$ cat config.mk
export PLATFORM = sky130hd
export DESIGN_NAME = pc_sequencer_flat
export DESIGN_NICKNAME = d
export VERILOG_FILES = /design/src/rtl/pc_sequencer_if.sv /design/src/rtl/pc_sequencer.sv /design/src/flat_wrapper.sv
export SDC_FILE = /design/constraint.sdc
export NUM_CORES = 1
export LEC_CHECK = 0
export BUFFER_PORTS_ARGS = -buffer_cell sky130_fd_sc_hd__buf_2
export CORE_MARGIN = 5
export CORE_UTILIZATION = 52
export DETAILED_ROUTE_END_ITERATION = 10
export GPL_TIMING_DRIVEN = 0
export PLACE_DENSITY_LB_ADDON = 0.15
export SETUP_SLACK_MARGIN = 0.4
export SLEW_MARGIN = 20
export SYNTH_ARGS = -nofsm -noshare
export SYNTH_HDL_FRONTEND = slang
export SYNTH_SLANG_ARGS = --single-unit
$ cat constraint.sdc
create_clock -name clk -period 1.9 [get_ports clk]
set_input_delay 0 -clock clk [delete_from_list [all_inputs] [get_ports clk]]
set_output_delay 0 -clock clk [all_outputs]
set_load 0.005 [all_outputs]
$ cat src/rtl/pc_sequencer_if.sv
// Request/exception inputs and PC-update control outputs of the PC sequencer.
// The master side drives requests; the sequencer sits on the slave side.
interface pc_sequencer_if;
    logic       req;
    logic [2:0] op_class;
    logic       branch_taken;
    logic [1:0] exc_code;
    logic [2:0] pc_source;
    logic       pc_write;
    logic       epc_write;
    logic       exc_mem_read;
    logic [7:0] exc_addr;
    logic       busy;
    logic       done;

    modport master (
        output req, op_class, branch_taken, exc_code,
        input  pc_source, pc_write, epc_write, exc_mem_read, exc_addr, busy, done
    );

    modport slave (
        input  req, op_class, branch_taken, exc_code,
        output pc_source, pc_write, epc_write, exc_mem_read, exc_addr, busy, done
    );
endinterface

$ cat src/rtl/pc_sequencer.sv
// PC update sequencer: applies end-of-instruction PC updates and runs the
// three-cycle exception entry (save EPC, fetch vector byte, load PC).
module pc_sequencer (
    input  logic          clk,
    input  logic          reset,
    pc_sequencer_if.slave bus
);
    typedef enum logic [2:0] {
        IDLE,
        UPD,
        EXC_SAVE,
        EXC_WAIT,
        EXC_LOAD
    } state_t;

    state_t     state_reg;
    logic [1:0] exc_pend_reg;
    logic       hold_valid_reg;
    logic [1:0] hold_code_reg;

    logic [2:0] pc_source_reg;
    logic       pc_write_reg;
    logic       epc_write_reg;
    logic       exc_mem_read_reg;
    logic [7:0] exc_addr_reg;
    logic       busy_reg;
    logic       done_reg;

    logic       start_exc;
    logic [1:0] start_code;
    logic [2:0] req_sel;
    logic       req_upd;
    logic       req_nop;

    // Exception source in IDLE: held code first, then a live code, then a reserved op_class.
    always_comb begin
        start_exc  = 1'b0;
        start_code = 2'b00;
        if (hold_valid_reg) begin
            start_exc  = 1'b1;
            start_code = hold_code_reg;
        end else if (bus.exc_code != 2'b00) begin
            start_exc  = 1'b1;
            start_code = bus.exc_code;
        end else if (bus.req && (bus.op_class > 3'd4)) begin
            start_exc  = 1'b1;
            start_code = 2'b01;
        end
    end

    always_comb begin
        req_sel = 3'b000;
        req_upd = 1'b0;
        req_nop = 1'b0;
        if (bus.req) begin
            case (bus.op_class)
                3'b000: begin req_sel = 3'b001; req_upd = 1'b1; end
                3'b001: begin
                    if (bus.branch_taken) begin
                        req_sel = 3'b100;
                        req_upd = 1'b1;
                    end else begin
                        req_nop = 1'b1;
                    end
                end
                3'b010: begin req_sel = 3'b110; req_upd = 1'b1; end
                3'b011: begin req_sel = 3'b111; req_upd = 1'b1; end
                3'b100: begin req_sel = 3'b010; req_upd = 1'b1; end
                default: ;
            endcase
        end
    end

    always_ff @(posedge clk) begin
        if (!reset) begin
            state_reg        <= IDLE;
            exc_pend_reg     <= 2'b00;
            hold_valid_reg   <= 1'b0;
            hold_code_reg    <= 2'b00;
            pc_source_reg    <= 3'b000;
            pc_write_reg     <= 1'b0;
            epc_write_reg    <= 1'b0;
            exc_mem_read_reg <= 1'b0;
            exc_addr_reg     <= 8'd0;
            busy_reg         <= 1'b0;
            done_reg         <= 1'b0;
        end else begin
            pc_source_reg    <= 3'b000;
            pc_write_reg     <= 1'b0;
            epc_write_reg    <= 1'b0;
            exc_mem_read_reg <= 1'b0;
            exc_addr_reg     <= 8'd0;
            busy_reg         <= 1'b0;
            done_reg         <= 1'b0;

            // Only the oldest exception raised while busy is kept.
            if ((state_reg != IDLE) && (bus.exc_code != 2'b00) && !hold_valid_reg) begin
                hold_valid_reg <= 1'b1;
                hold_code_reg  <= bus.exc_code;
            end

            // Outputs are set for the state being entered.
            case (state_reg)
                IDLE: begin
                    if (start_exc) begin
                        state_reg        <= EXC_SAVE;
                        exc_pend_reg     <= start_code;
                        hold_valid_reg   <= 1'b0;
                        pc_source_reg    <= 3'b001;
                        epc_write_reg    <= 1'b1;
                        exc_mem_read_reg <= 1'b1;
                        exc_addr_reg     <= {6'b111111, start_code};
                        busy_reg         <= 1'b1;
                    end else if (req_upd) begin
                        state_reg     <= UPD;
                        pc_source_reg <= req_sel;
                        pc_write_reg  <= 1'b1;
                        done_reg      <= 1'b1;
                        busy_reg      <= 1'b1;
                    end else if (req_nop) begin
                        done_reg <= 1'b1;
                    end
                end
                UPD: begin
                    state_reg <= IDLE;
                end
                EXC_SAVE: begin
                    state_reg        <= EXC_WAIT;
                    exc_mem_read_reg <= 1'b1;
                    exc_addr_reg     <= {6'b111111, exc_pend_reg};
                    busy_reg         <= 1'b1;
                end
                EXC_WAIT: begin
                    state_reg     <= EXC_LOAD;
                    pc_source_reg <= 3'b101;
                    pc_write_reg  <= 1'b1;
                    done_reg      <= 1'b1;
                    busy_reg      <= 1'b1;
                end
                EXC_LOAD: begin
                    state_reg <= IDLE;
                end
                default: begin
                    state_reg <= IDLE;
                end
            endcase
        end
    end

    assign bus.pc_source    = pc_source_reg;
    assign bus.pc_write     = pc_write_reg;
    assign bus.epc_write    = epc_write_reg;
    assign bus.exc_mem_read = exc_mem_read_reg;
    assign bus.exc_addr     = exc_addr_reg;
    assign bus.busy         = busy_reg;
    assign bus.done         = done_reg;
endmodule

$ cat src/flat_wrapper.sv
// flat-port wrapper written by rule: the top's interface ports become plain ports
module pc_sequencer_flat 
  (clk, reset, bus_req, bus_op_class, bus_branch_taken, bus_exc_code, bus_pc_source, bus_pc_write, bus_epc_write, bus_exc_mem_read, bus_exc_addr, bus_busy, bus_done);
  pc_sequencer_if bus_i ();
  input  logic clk;
  input  logic reset;
  input wire logic [$bits(bus_i.req)-1:0] bus_req;
  input wire logic [$bits(bus_i.op_class)-1:0] bus_op_class;
  input wire logic [$bits(bus_i.branch_taken)-1:0] bus_branch_taken;
  input wire logic [$bits(bus_i.exc_code)-1:0] bus_exc_code;
  output wire logic [$bits(bus_i.pc_source)-1:0] bus_pc_source;
  output wire logic [$bits(bus_i.pc_write)-1:0] bus_pc_write;
  output wire logic [$bits(bus_i.epc_write)-1:0] bus_epc_write;
  output wire logic [$bits(bus_i.exc_mem_read)-1:0] bus_exc_mem_read;
  output wire logic [$bits(bus_i.exc_addr)-1:0] bus_exc_addr;
  output wire logic [$bits(bus_i.busy)-1:0] bus_busy;
  output wire logic [$bits(bus_i.done)-1:0] bus_done;
  assign bus_i.req = bus_req;
  assign bus_i.op_class = bus_op_class;
  assign bus_i.branch_taken = bus_branch_taken;
  assign bus_i.exc_code = bus_exc_code;
  assign bus_pc_source = bus_i.pc_source;
  assign bus_pc_write = bus_i.pc_write;
  assign bus_epc_write = bus_i.epc_write;
  assign bus_exc_mem_read = bus_i.exc_mem_read;
  assign bus_exc_addr = bus_i.exc_addr;
  assign bus_busy = bus_i.busy;
  assign bus_done = bus_i.done;
  pc_sequencer u_core (.clk(clk), .reset(reset), .bus(bus_i));
endmodule
After elaboration in Yosys (flattened, before gate mapping)
Index checks and enable logic that the tools add are counted.

Input port bits: 9. Logic and storage cells: 68. Output and inout bits: 16. Register bits after elaboration: 24.

Order comparisons: 1. Reductions and logical operators: 12. Equality and inequality tests: 7. Multiplexer cells: 37.

Operators by type and width (count): $mux W1 (19); $mux W3 (6); $pmux W8 S2 (1); $pmux W3 S5 (1); $eq A3 B2 Y1 const B (4); $pmux W1 S2 (5); $pmux W3 S3 (1); $mux W8 (1); $logic_not A3 Y1 (2); $pmux W3 S2 (1); $mux W2 (2); $reduce_and A2 Y1 (2); $reduce_or A4 Y1 (1); $eq A3 B1 Y1 const B (1); $eq A3 B3 Y1 const B (1); $gt A3 B3 Y1 const B (1); $logic_and A1 B1 Y1 (3); $ne A3 B1 Y1 const B (1); $reduce_bool A3 Y1 (1); $reduce_bool A2 Y1 (1); $reduce_or A2 Y1 (1); $logic_not A1 Y1 (1).

Logic depth before layout (Yosys ltp)
Gate-level depths: netlist of run 1.

Depth in word-level cells: 7. Gate-level depth with buffers: 5.

Least setup slack after synthesis of run 1
Ideal clock, no wire load.

Path kind: flip-flop to flip-flop. Start point: register u_core.state_reg[1]. End point: register u_core.hold_code_reg[0]. Slack: 764 ps. Buffers on the path: 1. Data arrival time: 1070 ps. Cell stages (with the launch flop): 6. Cells stage by stage: dfxtp_1 > buf_6 > or3_4 > nand3b_2 > nand2_1 > a21boi_2.

Word-level cells in the longest chain between the ends: 3.

RTL lines: start, declared (line pc_sequencer.sv:16) `state_t state_reg;`; start signal, assigned (line pc_sequencer.sv:76) `state_reg <= IDLE;`; start signal, assigned (line pc_sequencer.sv:106) `state_reg <= EXC_SAVE;`; start signal, assigned (line pc_sequencer.sv:115) `state_reg <= UPD;`; $reduce_bool A3 Y1 (line pc_sequencer.sv:97) `if ((state_reg != IDLE) && (bus.exc_code != 2'b00) && !hold_valid_reg) begin`; $logic_and A1 B1 Y1 (2 in series) (line pc_sequencer.sv:97); end signal, assigned (line pc_sequencer.sv:99) `hold_code_reg <= bus.exc_code;`; end, declared (line pc_sequencer.sv:19) `logic [1:0] hold_code_reg;`.

No other way between the ends. A chain may end at the register's enable or synchronous reset.

Worst setup path after layout of run 1
Start point: input port bus_op_class[1]. End point: register u_core.done_reg, in the netlist u_core.bus.done.

Word-level cells in the longest chain between the ends: 7. Elaborated cells on any way between the ends: 19.

RTL lines: start, declared (line flat_wrapper.sv:8) `input wire logic [$bits(bus_i.op_class)-1:0] bus_op_class;`; $eq A3 B2 Y1, or another cell as far along (line pc_sequencer.sv:56) `case (bus.op_class)`; $reduce_or A4 Y1 (no line), or another cell as far along; $pmux W1 S2, or another cell as far along (line pc_sequencer.sv:56); $mux W1 (on tied branches) (line pc_sequencer.sv:55, pc_sequencer.sv:120, pc_sequencer.sv:42); $mux W1 (on tied branches) (line pc_sequencer.sv:114, pc_sequencer.sv:39); $mux W1 * (line pc_sequencer.sv:105) `if (start_exc) begin`; $pmux W1 S2 * (line pc_sequencer.sv:103) `case (state_reg)`; end signal, assigned (line pc_sequencer.sv:118) `done_reg <= 1'b1;`; end signal, assigned (line pc_sequencer.sv:121) `done_reg <= 1'b1;`; end signal, assigned (line pc_sequencer.sv:137) `done_reg <= 1'b1;`; end, declared (line pc_sequencer.sv:27) `logic done_reg;`.

Mark *: on every way between the ends. The rest lies on a longest branch, timed or not.

==> summary.txt, run 1 <==
Run status
  • Run status: finished, violations left
  • Violated checks: negative hold slack

Placed design
  • GPL Wtd Cong: ~0.72
  • Dpl hpwl: between 1 and 1.5 mm
  • Placed cell count: 128
  • Port Buffers: 22

Critical path
  • Crit path max fanout: 8
  • Setup CP Type: input port to flip-flop
  • CP required: approximately 2100 ps
  • CP arrival: ~1500 ps
  • Startpoint Class: input port
  • Element type at the critical path end: flip-flop

STA
  • Worst Tran Pin Value: about 280 ps
  • Relative slew margins: between 80% and 90%
  • Setup violators final: 0
  • WHS: -0.307 ps
  • Unrepaired setup endpoints after global routing: no
  • Final Hold Viols: 1
  • Max Freq: 0.780 GHz
  • Min Tclk post-route: roughly 1300 ps
  • Fin Setup TNS: 0 ps
  • Post-route clock period utilization: about two thirds
  • Skew final: 3.68 ps
  • Slew Viols, Final: 0

Logic synthesis
  • Mapped Nets: 99
  • Number of synthesized flops with an enable pin: 0
  • Synthesized area: between 800 and 900 um^2
  • Post-Synth Simple-Gate Area: a little under a quarter
  • Synth cell types: 31
  • Flops & latches, synth: 18
  • Fraction of synthesized area in multiplexers: under 10%
  • Seq/Total Area, Yosys: ~43%
  • Area share of fa/ha/maj cells after synthesis: 0%
  • Top-area cell type share of the netlist area: between 40% and 50%
  • Asr flop ratio synth: 0%
  • Ys flop type: dfxtp_1
  • Yosys top cell by area: dfxtp_1
  • Post-synthesis compound-gate area fraction: between 20% and 30%
  • Post-Synth XOR/XNOR Area: between 1 and 1.5%
  • Largest family of logic cells by synthesized area: simple AND/OR/NAND/NOR gates
  • Synth Area per Inst: just over 9 um^2
  • Mapped Cells: 90
  • Yosys synthesis warning count: 0
  • Synth area leaders: dfxtp_1, buf_4, a21oi_1

Floorplan
  • # IOs: 25
  • Initial core utilization: between 50% and 60%
  • Die area: ~2500 um^2
  • Site Rows: 14
  • Chip width: 50.1 um
  • Core area: ~1500 um^2
  • Die Y: 50.1 um

Clock network
  • Clock Tree Root: clkbuf_4
  • Depth of the CTS H-tree: 1
  • Clk sinks: 18
  • PostCTS Resize Cnt: 0
  • Cts bufs inserted: 3
  • Clk Latency, worst-skew pair: slightly below 300 ps
  • Max clock buf depth: 2
  • Clock transition at path regs: approximately 90 ps
  • CTS Hold Buffers Added: 1
  • Clock tree from TritonCTS: done
  • Post-CTS setup buffers: 0

Route
  • Vias per cell: between 5 and 6
  • Drc violations: 0
  • Detail Route Antenna Nets: 0
  • Vias: 708
  • Iteration-0 DRC Markers: 29
  • Router iterations before antenna repair: 4
  • Final WL: around 1.7 mm
  • Drt wl/cell: 13.2 um

GRT
  • Vias in the first global route: 633
  • Global-route wire length before repair: 2.90 mm
  • Grt ovf: 0
  • Initial antenna violation count: 0
  • Pin count of the biggest net entering global routing: 10
  • All-Layer GR Usage: roughly 15%

Final layout
  • Area Growth Syn to Fin: 19.5%
  • Fraction of layout cells with a size suffix above 1: approximately 38%
  • Number of diodes: 0
  • Fillers: around 130
  • Area of the multi-input gates: slightly below 400 um^2
  • Layout Nets: around 130
  • Fin cells: ~130
  • Storage cell area: roughly 360 um^2

Power
  • Total power: roughly 800 uW
  • VDD IR-drop max: roughly 0.45 mV
  • Leak: around 0.00048 uW
  • Power Dens Cells: 799 nW/um^2

Worst hold path
  • Hold/Removal Path Class: input port to flip-flop

Job
  • Max cap viols: 0
[path summary, 6_finish.rpt]
kind	start	to	slack (ps)	cells past startpoint
hold reg to reg	u_core.exc_pend_reg[0]$_SDFFE_PN0P_	u_core.exc_pend_reg[0]$_SDFFE_PN0P_	450	2
setup reg to reg	u_core.hold_valid_reg$_SDFF_PN0_	u_core.bus.done$_SDFF_PN0_	650	3
setup / recovery	bus_op_class[1]	u_core.bus.done$_SDFF_PN0_	620	6
hold / removal	reset	u_core.exc_pend_reg[1]$_SDFFE_PN0P_	-0.3	3
[metal layers]
metal	global-route usage, %	up-vias	share of wire, %
li1	-	362	-
met1	19.1	310	42
met2	23.0	32	47
met3	3.31	4	8.5
met4	5.24	0	1.6
met5	0	-	0
[worst max-delay path: stages]
cell           delay (ps)
dlygate4sd3_1         570
buf_6                 150
o21ba_1               210
o2111ai_1             240
nand2_1               110
a31o_1                190
[final cells by class]
class | count | area share [%]
Inverter | 3 | 1.13
Multi-Input combinational cell | 60 | 39.1
Buffer | 9 | 7.28
Tap cell | 16 | 2.01
Sequential cell | 18 | 36.1
Timing Repair Buffer | 23 | 12.0
Clock buffer | 3 | 2.26
[placed cells by master, fill, tap and decap left out, drive strengths merged, types with 3 or more instances in the layout]
cell / count
nand2: 9
o21ai: 6
inv: 3
a21oi: 7
dfxtp: 18
clkbuf: 3
nor2: 10
buf: 31
nand2b: 3
[cell usage after synthesis (all sizes together), types with 2 or more instances]
library cell and n:
or3 2, nand2b 3, a21oi 7, nand3b 2, o21ai 6, nand2 9
mux2i 2, nor3 2, o21a 2, a21boi 2, nor2 10, o41ai 2
dfxtp 18, inv 3, buf 9, nand3 2
[stage by stage]
step / worst slack (ps) / area (um^2) / utilization, %
finish: 619 / 997 / 66.2
global route: 549 / 997 / 66.2
CTS: 662 / 997 / 66.2
detailed placement: 703 / 965 / 64.0
global placement: 708 / 965 / 64.0
floorplan: 764 / 835 / -
[power by group]
| part | total [uW] | switching, uW | internal (uW) |
|---|---|---|---|
| logic | 184 | 90.1 | 93.5 |
| clock network | 183 | 109 | 73.8 |
| registers | 431 | 20.1 | 410 |
| total | 797 | 219 | 578 |
[kinds of logic after synthesis]
family / Yosys count
buffers and inverters: 12
AOI/OAI and AO/OA: 24
xor gates and xnor gates: 1
DFF: 18
and+or+nand+nor: 33
muxes: 2
(Power assumes the default switching activity.)
==> run 2: changes to the inputs <==
--- a/config.mk
+++ b/config.mk
@@ -7,7 +7,7 @@
 export LEC_CHECK = 0
 export BUFFER_PORTS_ARGS = -buffer_cell sky130_fd_sc_hd__buf_2
 export CORE_MARGIN = 5
-export CORE_UTILIZATION = 52
+export CORE_UTILIZATION = 49
 export DETAILED_ROUTE_END_ITERATION = 10
 export GPL_TIMING_DRIVEN = 0
 export PLACE_DENSITY_LB_ADDON = 0.15
==> constraint.sdc (replaced) <==
create_clock -name clk -period 1.3 [get_ports clk]
set_input_delay 0 -clock clk [delete_from_list [all_inputs] [get_ports clk]]
set_output_delay 0 -clock clk [all_outputs]
set_load 0.005 [all_outputs]
==> summary.txt, run 2 (synthesis gave the netlist of run 1 again) <==
Placed design
  • Port Buffers: 22 (unchanged)
  • GPL Wtd Cong: 0.821 (+14%)
  • Dpl hpwl: 1.22 mm (-2.5%)

Floorplan
  • Chip width: 51.3 um (+2.4%)
  • Site Rows: 15 (+1)
  • Initial core utilization: 50.0% (-5.4 points)
  • Die Y: 51.3 um (+2.4%)
  • Core area: 1670 um^2 (+11%)
  • Die area: 2630 um^2 (+4.9%)
  • # IOs: 25 (unchanged)

Critical path
  • Setup CP Type: flip-flop to flip-flop
  • R2R cell count: 5 (+2)
  • Reg2reg start: u_core.state_reg[1]$_SDFFE_PN0P_
  • CP arrival: 1460 ps (about the same)
  • Crit-path slowest cell: dfxtp_2
  • CP required: 1540 ps (-550 ps)
  • Element type at the critical path end: flip-flop
  • Crit path largest cell delay: 330 ps (-240 ps)
  • Crit path max fanout: 4 (-4)
  • Startpoint Class: flip-flop
  • CP cell instances: buf_6 > nor4b_4 > o2111ai_2 > nand2_1 > a31o_1
  • Crit path from: u_core.state_reg[1]$_SDFFE_PN0P_

Power
  • Power Dens Cells: 1130 nW/um^2 (+41%)
  • Leak: 0.000554 uW (+16%)
  • Total power: 1340 uW (+69%)
  • VDD IR-drop max: 0.790 mV (+76%)

GRT
  • Initial antenna violation count: 0 (unchanged)
  • All-Layer GR Usage: 13.2% (-1.4 points)
  • Grt ovf: 0 (unchanged)
  • Routing usage on met1: 17.1% (-2.0 points)
  • Global-route wire length before repair: 2.67 mm (-7.9%)
  • Pin count of the biggest net entering global routing: 11 (+1)
  • Met3 usage: 1.75% (-1.6 points)
  • GR Layer Usage met2: 21.2% (-1.8 points)
  • GRT busiest layer: met2
  • Vias in the first global route: 633 (unchanged)

Clock network
  • Clk Latency, worst-skew pair: 290 ps (about the same)
  • Clock transition at path regs: 100 ps (about the same)
  • Cts bufs inserted: 3 (unchanged)
  • Depth of the CTS H-tree: 1 (unchanged)
  • Clk sinks: 18 (unchanged)
  • Clock Tree Root: clkbuf_4
  • Clock tree from TritonCTS: done
  • Max clock buf depth: 2 (unchanged)

STA
  • Post-route clock period utilization: between 90% and 100%
  • Setup violators final: 0 (unchanged)
  • Slew Viols, Final: 0 (unchanged)
  • Min Tclk post-route: approximately 1200 ps
  • Max Freq: 0.821 GHz
  • Worst Tran Pin Value: 395 ps (+114 ps)
  • Unrepaired setup endpoints after global routing: yes
  • Relative slew margins: 73.6% (-7.6 points)
  • Fin Setup TNS: 0 ps (unchanged)
  • Final Hold Viols: 0 (-1)
  • Skew final: 4.36 ps (+0.678 ps)

Route
  • Vias per cell: 5.16 (-3.8%)
  • Iteration-0 DRC Markers: 9 (-69%)
  • Vias: 712 (+0.56%)
  • Router iterations before antenna repair: 4 (unchanged)
  • Detail Route Antenna Nets: 0 (unchanged)
  • Drt wl/cell: 13.2 um (+0.55%)
  • Drc violations: 0 (unchanged)
  • Final WL: 1.83 mm (+5.1%)

Job
  • Max cap viols: 0 (unchanged)

Final layout
  • Commonest non-fill, non-tap cell in the layout: buf_2
  • Area Growth Syn to Fin: 43.2%
  • Number of diodes: 0 (unchanged)
  • Fraction of layout cells with a size suffix above 1: 54.5% (+17 points)
  • Most frequent cells in the layout: buf_2, buf_6, dfxtp_1
  • Layout Nets: 131 (+3.1%)

Worst hold path
  • Hold/Removal Path Class: input port to flip-flop
  • Cells on Worst Hold Path: 3 (unchanged)
  • Hold Path Origin: reset

Run status
  • Run status: finished, final reports clean
-- run 2: cell types whose count changed in the layout (fill, tap and decap cells not counted), moves of 3 or more --
cell | before | now
buf_6 | 2 | 14
buf_2 | 23 | 17
dfxtp_1 | 18 | 14
nand2_1 | 9 | 6
nand2_2 | 0 | 3
-- run 2: final timing paths --
check,to,slack (ps)
max,u_core.bus.done$_SDFF_PN0_,80
min,u_core.exc_pend_reg[1]$_SDFFE_PN0P_,7
max reg2reg,u_core.bus.done$_SDFF_PN0_,80
min reg2reg,u_core.exc_pend_reg[0]$_SDFFE_PN0P_,460
-- run 2: layout make-up --
type | count | area, um^2
fillers | 122 | 475
flip-flops and latches | 18 | 370
plain buffers | 9 | 95.1
inverters | 3 | 11.3
multi-input cells | 60 | 473
well taps | 17 | 21.3
clock buffers | 4 | 36.3
repair buffers | 27 | 188
-- run 2: worst max-delay path: cells and delay by family (launching register included) --
family / cells / cell delay, ps
simple gates: 2 / 450
flops: 1 / 330
buf+inv: 1 / 120
compound gates: 2 / 270
-- run 2: repair_timing --
| action | CTS | global route |
|---|---|---|
| endpoints found under the hold margin | 1 | 0 |
| hold buffers | 1 | 0 |
| buffers inserted | 3 | 1 |
| gates cloned | 0 | 0 |
| setup endpoints to repair | 24 | 24 |
| pin swaps | 7 | 6 |
| resized for setup | 7 | 26 |
-- run 2: power by group --
group | total [uW] | leakage, uW | switching [uW] | internal [uW]
sequential | 639 | 0.000150 | 38.2 | 600
combinational | 368 | 0.000382 | 162 | 205
clock | 339 | 0.0000210 | 168 | 171
-- run 2: stage by stage --
step | std cells | setup slack (ps) | hold slack [ps] | cell area [um^2] | util [%]
after detailed placement | 129 | 92.6 | 286 | 978 | 58.6
after global routing | 138 | 5.01 | 8.90 | 1190 | 71.5
after CTS | 137 | 87.5 | 2.74 | 1070 | 64.3
after floorplan | 90 | 164 | 115 | 847 | -
after global placement | 129 | 109 | 282 | 978 | 58.6
final | 138 | 81.6 | 6.74 | 1190 | 71.5
-- run 2: metal layers --
metal  share of wire (%)  wire length [um]  up-vias
met3                 3.7                67        2
met1                  41               756      323
li1                    -                 -      371
met5                   0                 0        -
met4                0.88                16        0
met2                  54               989       16
